## src/rtl/vga_pkg.sv

```systemverilog
// Shared colours and playfield mode codes for the snake VGA background stage.
package vga_pkg;

    localparam logic [11:0] BORDER_COLOR = 12'hfff;
    localparam logic [11:0] FIELD_COLOR  = 12'h000;
    localparam logic [11:0] GRID_COLOR   = 12'h333;
    localparam logic [11:0] CHECK_COLOR  = 12'h121;
    localparam logic [11:0] BLANK_COLOR  = 12'h000;

    localparam logic [1:0] MODE_SOLID   = 2'd0;
    localparam logic [1:0] MODE_GRID    = 2'd1;
    localparam logic [1:0] MODE_CHECKER = 2'd2;
    localparam logic [1:0] MODE_BORDER  = 2'd3;

endpackage

```

## src/rtl/vga_cell_counter.sv

```systemverilog
// Tracks the pixel offset inside a board cell and the cell index along one axis.
// The index saturates at its maximum so wide rasters never alias back to cell 0.
module vga_cell_counter #(
    parameter int CNT_W     = 16,
    parameter int CELL_SIZE = 32,
    parameter int IDX_W     = 6
) (
    input  logic             clk,
    input  logic             rst,
    input  logic             clr,
    input  logic             adv,
    output logic [CNT_W-1:0] off,
    output logic [IDX_W-1:0] idx
);

    localparam logic [CNT_W-1:0] OFF_LAST = CNT_W'(CELL_SIZE - 1);
    localparam logic [IDX_W-1:0] IDX_MAX  = '1;

    always_ff @(posedge clk) begin
        if (rst) begin
            off <= '0;
            idx <= '0;
        end else if (adv) begin
            if (clr) begin
                off <= '0;
                idx <= '0;
            end else if (off == OFF_LAST) begin
                off <= '0;
                if (idx != IDX_MAX) begin
                    idx <= idx + 1'b1;
                end
            end else begin
                off <= off + 1'b1;
            end
        end
    end

endmodule

```

## src/rtl/vga_board_background.sv

```systemverilog
// Background stage of the snake VGA pipeline: frame, playfield pattern and cell indices,
// with every output registered two clocks behind its inputs.
module vga_board_background
    import vga_pkg::*;
#(
    parameter int CNT_W     = 16,
    parameter int H_ACTIVE  = 1024,
    parameter int V_ACTIVE  = 768,
    parameter int CELL_SIZE = 32,
    parameter int IDX_W     = 6,
    parameter int BORDER_W  = 4,
    parameter int GRID_W    = 1
) (
    input  logic             clk,
    input  logic             rst,
    input  logic [CNT_W-1:0] hcount_in,
    input  logic [CNT_W-1:0] vcount_in,
    input  logic             hsync_in,
    input  logic             vsync_in,
    input  logic             hblnk_in,
    input  logic             vblnk_in,
    input  logic [1:0]       mode_in,
    output logic [CNT_W-1:0] hcount_out,
    output logic [CNT_W-1:0] vcount_out,
    output logic             hsync_out,
    output logic             vsync_out,
    output logic             hblnk_out,
    output logic             vblnk_out,
    output logic [11:0]      rgb_out,
    output logic [IDX_W-1:0] cell_col_out,
    output logic [IDX_W-1:0] cell_row_out,
    output logic             in_board_out
);

    localparam logic [CNT_W-1:0] H_ACT     = CNT_W'(H_ACTIVE);
    localparam logic [CNT_W-1:0] V_ACT     = CNT_W'(V_ACTIVE);
    localparam logic [CNT_W-1:0] BORD      = CNT_W'(BORDER_W);
    localparam logic [CNT_W-1:0] H_BORD_HI = CNT_W'(H_ACTIVE - BORDER_W);
    localparam logic [CNT_W-1:0] V_BORD_HI = CNT_W'(V_ACTIVE - BORDER_W);
    localparam logic [CNT_W-1:0] GRID_LIM  = CNT_W'(GRID_W);

    logic             line_start;
    logic             frame_start;
    logic [CNT_W-1:0] h_q, v_q;
    logic             hs_q, vs_q, hb_q, vb_q;
    logic [1:0]       mode_q;
    logic [CNT_W-1:0] x_off, y_off;
    logic [IDX_W-1:0] col, row;
    logic [11:0]      rgb_next;
    logic             in_board_next;
    logic             blank, border;

    assign line_start  = (hcount_in == '0);
    assign frame_start = line_start && (vcount_in == '0);

    vga_cell_counter #(
        .CNT_W     (CNT_W),
        .CELL_SIZE (CELL_SIZE),
        .IDX_W     (IDX_W)
    ) u_h_counter (
        .clk (clk),
        .rst (rst),
        .clr (line_start),
        .adv (1'b1),
        .off (x_off),
        .idx (col)
    );

    vga_cell_counter #(
        .CNT_W     (CNT_W),
        .CELL_SIZE (CELL_SIZE),
        .IDX_W     (IDX_W)
    ) u_v_counter (
        .clk (clk),
        .rst (rst),
        .clr (vcount_in == '0),
        .adv (line_start),
        .off (y_off),
        .idx (row)
    );

    // Mode is latched only at the frame origin so a frame never mixes two patterns.
    always_ff @(posedge clk) begin
        if (rst) begin
            h_q    <= '0;
            v_q    <= '0;
            hs_q   <= 1'b0;
            vs_q   <= 1'b0;
            hb_q   <= 1'b0;
            vb_q   <= 1'b0;
            mode_q <= MODE_SOLID;
        end else begin
            h_q  <= hcount_in;
            v_q  <= vcount_in;
            hs_q <= hsync_in;
            vs_q <= vsync_in;
            hb_q <= hblnk_in;
            vb_q <= vblnk_in;
            if (frame_start) begin
                mode_q <= mode_in;
            end
        end
    end

    always_comb begin
        rgb_next      = BLANK_COLOR;
        in_board_next = 1'b0;
        blank  = hb_q || vb_q || (h_q >= H_ACT) || (v_q >= V_ACT);
        border = (h_q < BORD) || (h_q >= H_BORD_HI) || (v_q < BORD) || (v_q >= V_BORD_HI);
        if (blank) begin
            rgb_next = BLANK_COLOR;
        end else if (border) begin
            rgb_next = BORDER_COLOR;
        end else begin
            in_board_next = 1'b1;
            case (mode_q)
                MODE_SOLID:   rgb_next = FIELD_COLOR;
                MODE_GRID:    rgb_next = ((x_off < GRID_LIM) || (y_off < GRID_LIM)) ? GRID_COLOR : FIELD_COLOR;
                MODE_CHECKER: rgb_next = (col[0] ^ row[0]) ? CHECK_COLOR : FIELD_COLOR;
                default:      rgb_next = BLANK_COLOR;
            endcase
        end
    end

    always_ff @(posedge clk) begin
        if (rst) begin
            hcount_out   <= '0;
            vcount_out   <= '0;
            hsync_out    <= 1'b0;
            vsync_out    <= 1'b0;
            hblnk_out    <= 1'b0;
            vblnk_out    <= 1'b0;
            rgb_out      <= '0;
            cell_col_out <= '0;
            cell_row_out <= '0;
            in_board_out <= 1'b0;
        end else begin
            hcount_out   <= h_q;
            vcount_out   <= v_q;
            hsync_out    <= hs_q;
            vsync_out    <= vs_q;
            hblnk_out    <= hb_q;
            vblnk_out    <= vb_q;
            rgb_out      <= rgb_next;
            cell_col_out <= col;
            cell_row_out <= row;
            in_board_out <= in_board_next;
        end
    end

endmodule

```

## config.mk

```make
export PLATFORM = sky130hd
export DESIGN_NAME = vga_board_background
export DESIGN_NICKNAME = d
export VERILOG_FILES = /design/src/rtl/vga_pkg.sv /design/src/rtl/vga_cell_counter.sv /design/src/rtl/vga_board_background.sv
export SDC_FILE = /design/constraint.sdc
export NUM_CORES = 1
export LEC_CHECK = 0
export ABC_CLOCK_PERIOD_IN_PS = 2100
export BUFFER_PORTS_ARGS = -buffer_cell sky130_fd_sc_hd__buf_4
export CORE_ASPECT_RATIO = 0.75
export CORE_UTILIZATION = 40
export DETAILED_ROUTE_END_ITERATION = 8
export SYNTH_ARGS = -nofsm -noshare
export SYNTH_HDL_FRONTEND = slang
export SYNTH_SLANG_ARGS = --single-unit
```

## constraint.sdc

```tcl
create_clock -name clk -period 2.1 [get_ports clk]
set_clock_uncertainty 0.1 [all_clocks]
set_input_delay 0.315 -clock clk [delete_from_list [all_inputs] [get_ports clk]]
set_output_delay 0.315 -clock clk [all_outputs]
set_load 0.02 [all_outputs]
```

# Yosys cells after proc, flatten, opt, wreduce, memory -nomap -nowiden
# Cells that the tools add are included.
[op_classes] addsub=4 n_lt_le_gt_ge=8 eq_ne=6 mux=10 bitwise=1 n_reduce_logical=17
[op_table] operator="greater-or-equal comparator 16 x 10 -> 1 bit, second input constant" n=3
[op_table] operator="adder 16 x 1 -> 16 bit, second input constant" n=2
[op_table] operator="== test 16 x 5 -> 1 bit, second input constant" n=2
[op_table] operator="zero test 16 bit" n=2
[op_table] operator="< comparator 16 x 1 -> 1 bit, second input constant" n=2
[op_table] operator="< comparator 16 x 3 -> 1 bit, second input constant" n=2
[op_table] operator="2-to-1 mux 16 bit" n=2
[op_table] operator="case mux 10 bit (2 select lines)" n=1
[op_table] operator="2-to-1 mux 6 bit" n=3
[op_table] operator="greater-or-equal comparator 16 x 11 -> 1 bit, second input constant" n=1
[op_table] operator="adder 6 x 1 -> 6 bit, second input constant" n=2
[op_table] operator="2-to-1 mux 12 bit" n=1
[op_table] operator="inequality test 6 bit, second input constant" n=2
[op_table] operator="2-to-1 mux 10 bit" n=1
[op_table] operator="2-to-1 mux 9 bit" n=1
[op_table] operator="logical OR 1 bit" n=7
[op_table] operator="nonzero test 2 bit" n=2
[op_table] operator="OR reduction 2 bit" n=2
[op_table] operator="AND reduction 3 bit" n=1
[op_table] operator="OR reduction 3 bit" n=1
[op_table] operator="== test 2 x 1 -> 1 bit, second input constant" n=1
[op_table] operator="== test 2 bit, second input constant" n=1
[op_table] operator="AND reduction 2 bit" n=1
[op_table] operator="logical AND 1 bit" n=1
[op_table] operator="other kinds (2)" n=2
[word_totals] reg_bits=143 input_bits=40 out_inout_bits=61 elab_cells=67

# Longest topological paths before layout
[depth] depth_word=5 ltp_mapped=8 depth_no_buf=7

# Hierarchy
# From an unflattened synthesis, not the netlist that was laid out.
[unflattened] cells_unflattened=515 area_unflattened_um2=5063.6
[modules_own_cells] module="vga_board_background" instances=1 cells_per_inst=251 area_per_inst_um2=2821.5 seq_area_each_um2=1801.7
[modules_own_cells] module="vga_cell_counter" instances=2 cells_per_inst=132 area_per_inst_um2=1121.1 seq_area_each_um2=440.4

# Least setup slack after synthesis
# OpenSTA, ideal clock, no wires.
[synth_path] path_type="register to register" startpoint="reg u_v_counter.off[0]" endpoint="reg u_v_counter.off[12]" setup_time_ns=0.093 arrival_ns=1.747 required_ns=1.907 slack_ns=0.159 stages_incl_launch_ff=7 path_buffers=0 synth_period_minus_slack_ns=1.941 cell_sequence="dfxtp_1 ha_1 and4_1 nand4_1 nand2_1 or4_1 o311ai_2"
[synth_between] elab_chain_cells=3 word_cells_on_any_way=4 classes_between="add/sub: 1; eq/ne: 1; mux: 2"
[synth_rtl] item="start: declaration" line="vga_cell_counter.sv:12" text="output logic [CNT_W-1:0] off,"
[synth_rtl] item="start signal: assignment" line="vga_cell_counter.sv:33" text="off <= off + 1'b1;"
[synth_rtl] item="adder 16 x 1 -> 16 bit / == test 16 x 5 -> 1 bit (equally long branches)" line="vga_cell_counter.sv:33, vga_cell_counter.sv:27"
[synth_rtl] item="2-to-1 mux 16 bit *" line="vga_cell_counter.sv:27" text="end else if (off == OFF_LAST) begin"
[synth_rtl] item="2-to-1 mux 16 bit *" line="vga_cell_counter.sv:24" text="if (clr) begin"
# Mark *: on every way between the ends. The rest lies on a longest branch, timed or not.
# A chain may end at the register's enable or synchronous reset.

# Worst setup path after layout
[layout_path] startpoint="reg u_v_counter.off[1]" endpoint="reg u_v_counter.off[12]"
# Same word-level chain as after synthesis.

==> parameters.txt <==
Parameter                              Value

Drt
  DRC viols ... 0
  Total vias in the final route ... 3,801
  Routed wire per std cell ... 13.8 um
  Initial drt markers ... 197
  Via/cell ratio ... 4.79
  Number of iterations in the first detailed-routing pass ... 4
  Total length of routed wires ... 11,000 um
  Antenna-violating nets left ... 0

Synthesis
  Flip-flop and latch count after synthesis ... 134
  Top-count cell post-synth ... sky130_fd_sc_hd__dfxtp_1
  Top post-synthesis cells by area ... sky130_fd_sc_hd__dfxtp_1 (54%), sky130_fd_sc_hd__nor2b_1 (11%), sky130_fd_sc_hd__xnor2_1 (4.3%)
  Mean cell area of the mapped netlist ... 9.79 sq um
  Post-synth EDFFs ... 0
  Ys flop type ... sky130_fd_sc_hd__dfxtp_1
  Gate Count Post-Synth ... 504
  Synth cell types ... 50
  Top cells by instance count after synthesis ... sky130_fd_sc_hd__dfxtp_1 (134), sky130_fd_sc_hd__nor2b_1 (85), sky130_fd_sc_hd__nor2_1 (45)
  Fraction of synthesized cell area taken by the top area cell type ... 54.4%
  Synth warn ... 0
  Area of the mapped netlist ... 4930 sq um
  Sequential share of the synthesized area ... 54.4%
  Share of synthesized flip-flops with an asynchronous set or reset ... 0%
  Yosys top cell by area ... sky130_fd_sc_hd__dfxtp_1
  Total nets after synthesis ... 552

Global route
  Global-route wire length before repair ... 17,900 um
  Final global-route overflow total ... 0
  Antenna violations before repair ... 0
  Number of global-route vias before repair ... 3,595
  Pin count of the biggest net entering global routing ... 60
  Global-route total usage across every layer ... 18.4%

STA
  Max Transition Viols Final ... 0
  Finish-stage setup viols ... 0
  Minimum period implied by the final worst setup slack ... 1.98 ns
  Slew @ Worst Pin ... 0.801 ns
  Setup repair after global routing missed its margin ... no
  Final setup slack of the worst path ... 0.118 ns
  Achievable Freq ... 505 MHz
  Sum of negative setup slack ... 0 ns
  Final worst path period share ... 94.4%
  Hold Violations, Final ... 0
  Slew Limit Headroom ... 46.5%

Floorplanning
  Area of the die ... 12,800 sq um
  Total I/O pin count ... 101
  Width of the die ... 130 um
  Die outline height ... 98.2 um
  CORE AREA ... 11,800 sq um
  Effective utilization at floorplan ... 41.9%
  Floorplan row count ... 34

Place
  Detail Placement HPWL ... 7930 um
  PortBufs ... 100
  Post-placement worst setup slack ... -0.230 ns
  Number of cells in the design after placement ... 760
  RD Place Congestion ... 0.797

Power
  VDD IR-drop max ... 0.528 mV
  Static leakage power ... 2.61 nW
  Cell Pwr Density ... 905 nW/um^2

Final layout
  Synth-to-Final Area Change ... 32.4%
  Ratio of cells with drive above 1 in the final layout ... 25.5%
  Nets ... 667
  Non-Filler Instances ... 794
  Core utilization of the finished layout ... 55.4%
  Antenna diode count ... 0

Worst setup path
  Worst r2r path cells ... 6
  Setup crit start kind ... flip-flop
  Capture point of the critical path ... u_v_counter.off[12]$_SDFFE_PP0P_
  Crit path arrival time ... 2.20 ns
  Setup slack, reg-to-reg ... 0.12 ns
  Kind of end point of the critical path ... flip-flop
  Endpoint of the most critical register-to-register path ... u_v_counter.off[12]$_SDFFE_PP0P_
  Source of the critical timing path ... u_v_counter.off[1]$_SDFFE_PP0P_
  Required time of the critical path ... 2.32 ns
  Worst Setup Path Type ... reg2reg
  Maximum fanout count along the critical path ... 4
  R2r startpoint ... u_v_counter.off[1]$_SDFFE_PP0P_

Clock tree
  Clock H-tree levels ... 4
  Number of clock buffers inserted by TritonCTS ... 17
  CTS Root Buffer Type ... sky130_fd_sc_hd__clkbuf_16
  Clock latency on the worst-skew pair ... 0.41 ns
  Number of clock sinks seen by CTS ... 134
  Clock-pin transition on the worst setup and hold timing paths ... 0.06 ns
  TritonCTS clock tree ... built
  Maximum count of clock buffers along a single path ... 2

Worst hold path
  Hold Path Class ... in2reg
  Worst hold stages ... 2

Run status
  Outcome ... completed

Flow run
  Number of violations of the max-capacitance limit ... 0
==> worst min path at each step <==
stage,startpoint,endpoint
2_1_floorplan,h_q[0]$_SDFF_PP0_,hcount_out[0]$_SDFF_PP0_
3_3_place_gp,v_q[0]$_SDFF_PP0_,vcount_out[0]$_SDFF_PP0_
3_5_place_dp,hs_q$_SDFF_PP0_,hsync_out$_SDFF_PP0_
4_1_cts,vsync_in,vs_q$_SDFF_PP0_
5_1_grt,vcount_in[9],v_q[9]$_SDFF_PP0_
6_report,vcount_in[12],v_q[12]$_SDFF_PP0_
==> cell usage in the layout (no fill, tap or decap), types with 8 or more instances in the layout <==
cell type / n
sky130_fd_sc_hd__nor4_1: 26
sky130_fd_sc_hd__clkbuf_16: 17
sky130_fd_sc_hd__nor2b_1: 85
sky130_fd_sc_hd__dfxtp_1: 133
sky130_fd_sc_hd__nor2_1: 44
sky130_fd_sc_hd__xnor2_1: 24
sky130_fd_sc_hd__nand2_1: 26
sky130_fd_sc_hd__nand3_1: 13
sky130_fd_sc_hd__inv_1: 15
sky130_fd_sc_hd__and4_1: 8
sky130_fd_sc_hd__nor3_1: 14
sky130_fd_sc_hd__ha_1: 8
sky130_fd_sc_hd__buf_4: 122
sky130_fd_sc_hd__nand4_1: 12
==> power breakdown <==
group,switching (mW),leakage [nW],internal (mW)
clock network,1.19,0.280,1.78
registers,0.0339,1.10,2.61
logic,0.145,1.23,0.143
==> metrics by stage <==
| stage | cell area [sq um] | power [mW] | hold WS [ns] |
|---|---|---|---|
| 6_report | 6530 | 5.91 | 0.0206 |
| 5_1_grt | 6530 | 6.15 | 0.0111 |
| 4_1_cts | 6520 | 5.96 | 0.000247 |
| 3_5_place_dp | 5910 | 2.99 | 0.323 |
| 3_3_place_gp | 5910 | 2.99 | 0.318 |
| 2_1_floorplan | 4930 | 2.83 | 0.314 |
==> worst max-delay path: stages (launching register included) <==
cell	delay, ns
sky130_fd_sc_hd__dfxtp_1	0.34
sky130_fd_sc_hd__ha_1	0.22
sky130_fd_sc_hd__and4_1	0.23
sky130_fd_sc_hd__nand4_1	0.14
sky130_fd_sc_hd__nand2_1	0.10
sky130_fd_sc_hd__or4_1	0.53
sky130_fd_sc_hd__o311ai_2	0.22
==> sequential cells by signal, indices dropped and copies added (netlist names), 2 cells and up <==
register,count
h_q,16
hcount_out,16
u_h_counter.off,16
u_v_counter.off,16
v_q,16
vcount_out,16
cell_col_out,6
cell_row_out,6
u_h_counter.idx,6
u_v_counter.idx,6
rgb_out,3
mode_q,2
==> cell families (layout without fill, tap and decap cells) <==
logic type | count (synthesis) | in the layout | share of synthesized area [%]
buffers and inverters | 43 | 171 | 3.98
XOR/XNOR | 31 | 31 | 5.50
AO/OA/AOI/OAI | 27 | 27 | 3.93
multiplexers | 3 | 3 | 0.609
adder cells (fa/ha/maj) | 8 | 8 | 2.03
AND/OR/NAND/NOR | 258 | 258 | 29.6
flip-flops | 134 | 134 | 54.4
==> repair_timing <==
item	CTS	global route
hold buffers	1	1
endpoints found under the setup margin	0	6
setup buffers	0	0
endpoints found under the hold margin	1	1
resized for setup	0	3
==> per-layer routing <==
metal / GRT usage (%) / share of wire (%) / wire (um)
met1: 24.6 / 50 / 5500
met2: 27.8 / 44 / 4800
met3: 5.42 / 5.1 / 565
met4: 6.71 / 1.2 / 129
met5: 0 / 0 / 0
==> layout make-up <==
| class | count | area [sq um] |
|---|---|---|
| timing repair buffer | 124 | 936 |
| multi-input combinational | 327 | 2060 |
| clock inverter | 14 | 168 |
| fill | 1052 | 5250 |
| tap | 162 | 203 |
| clock buffer | 18 | 429 |
| sequential | 134 | 2680 |
| inverter | 15 | 56.3 |
Note: power is estimated with default switching activity, not from simulation.
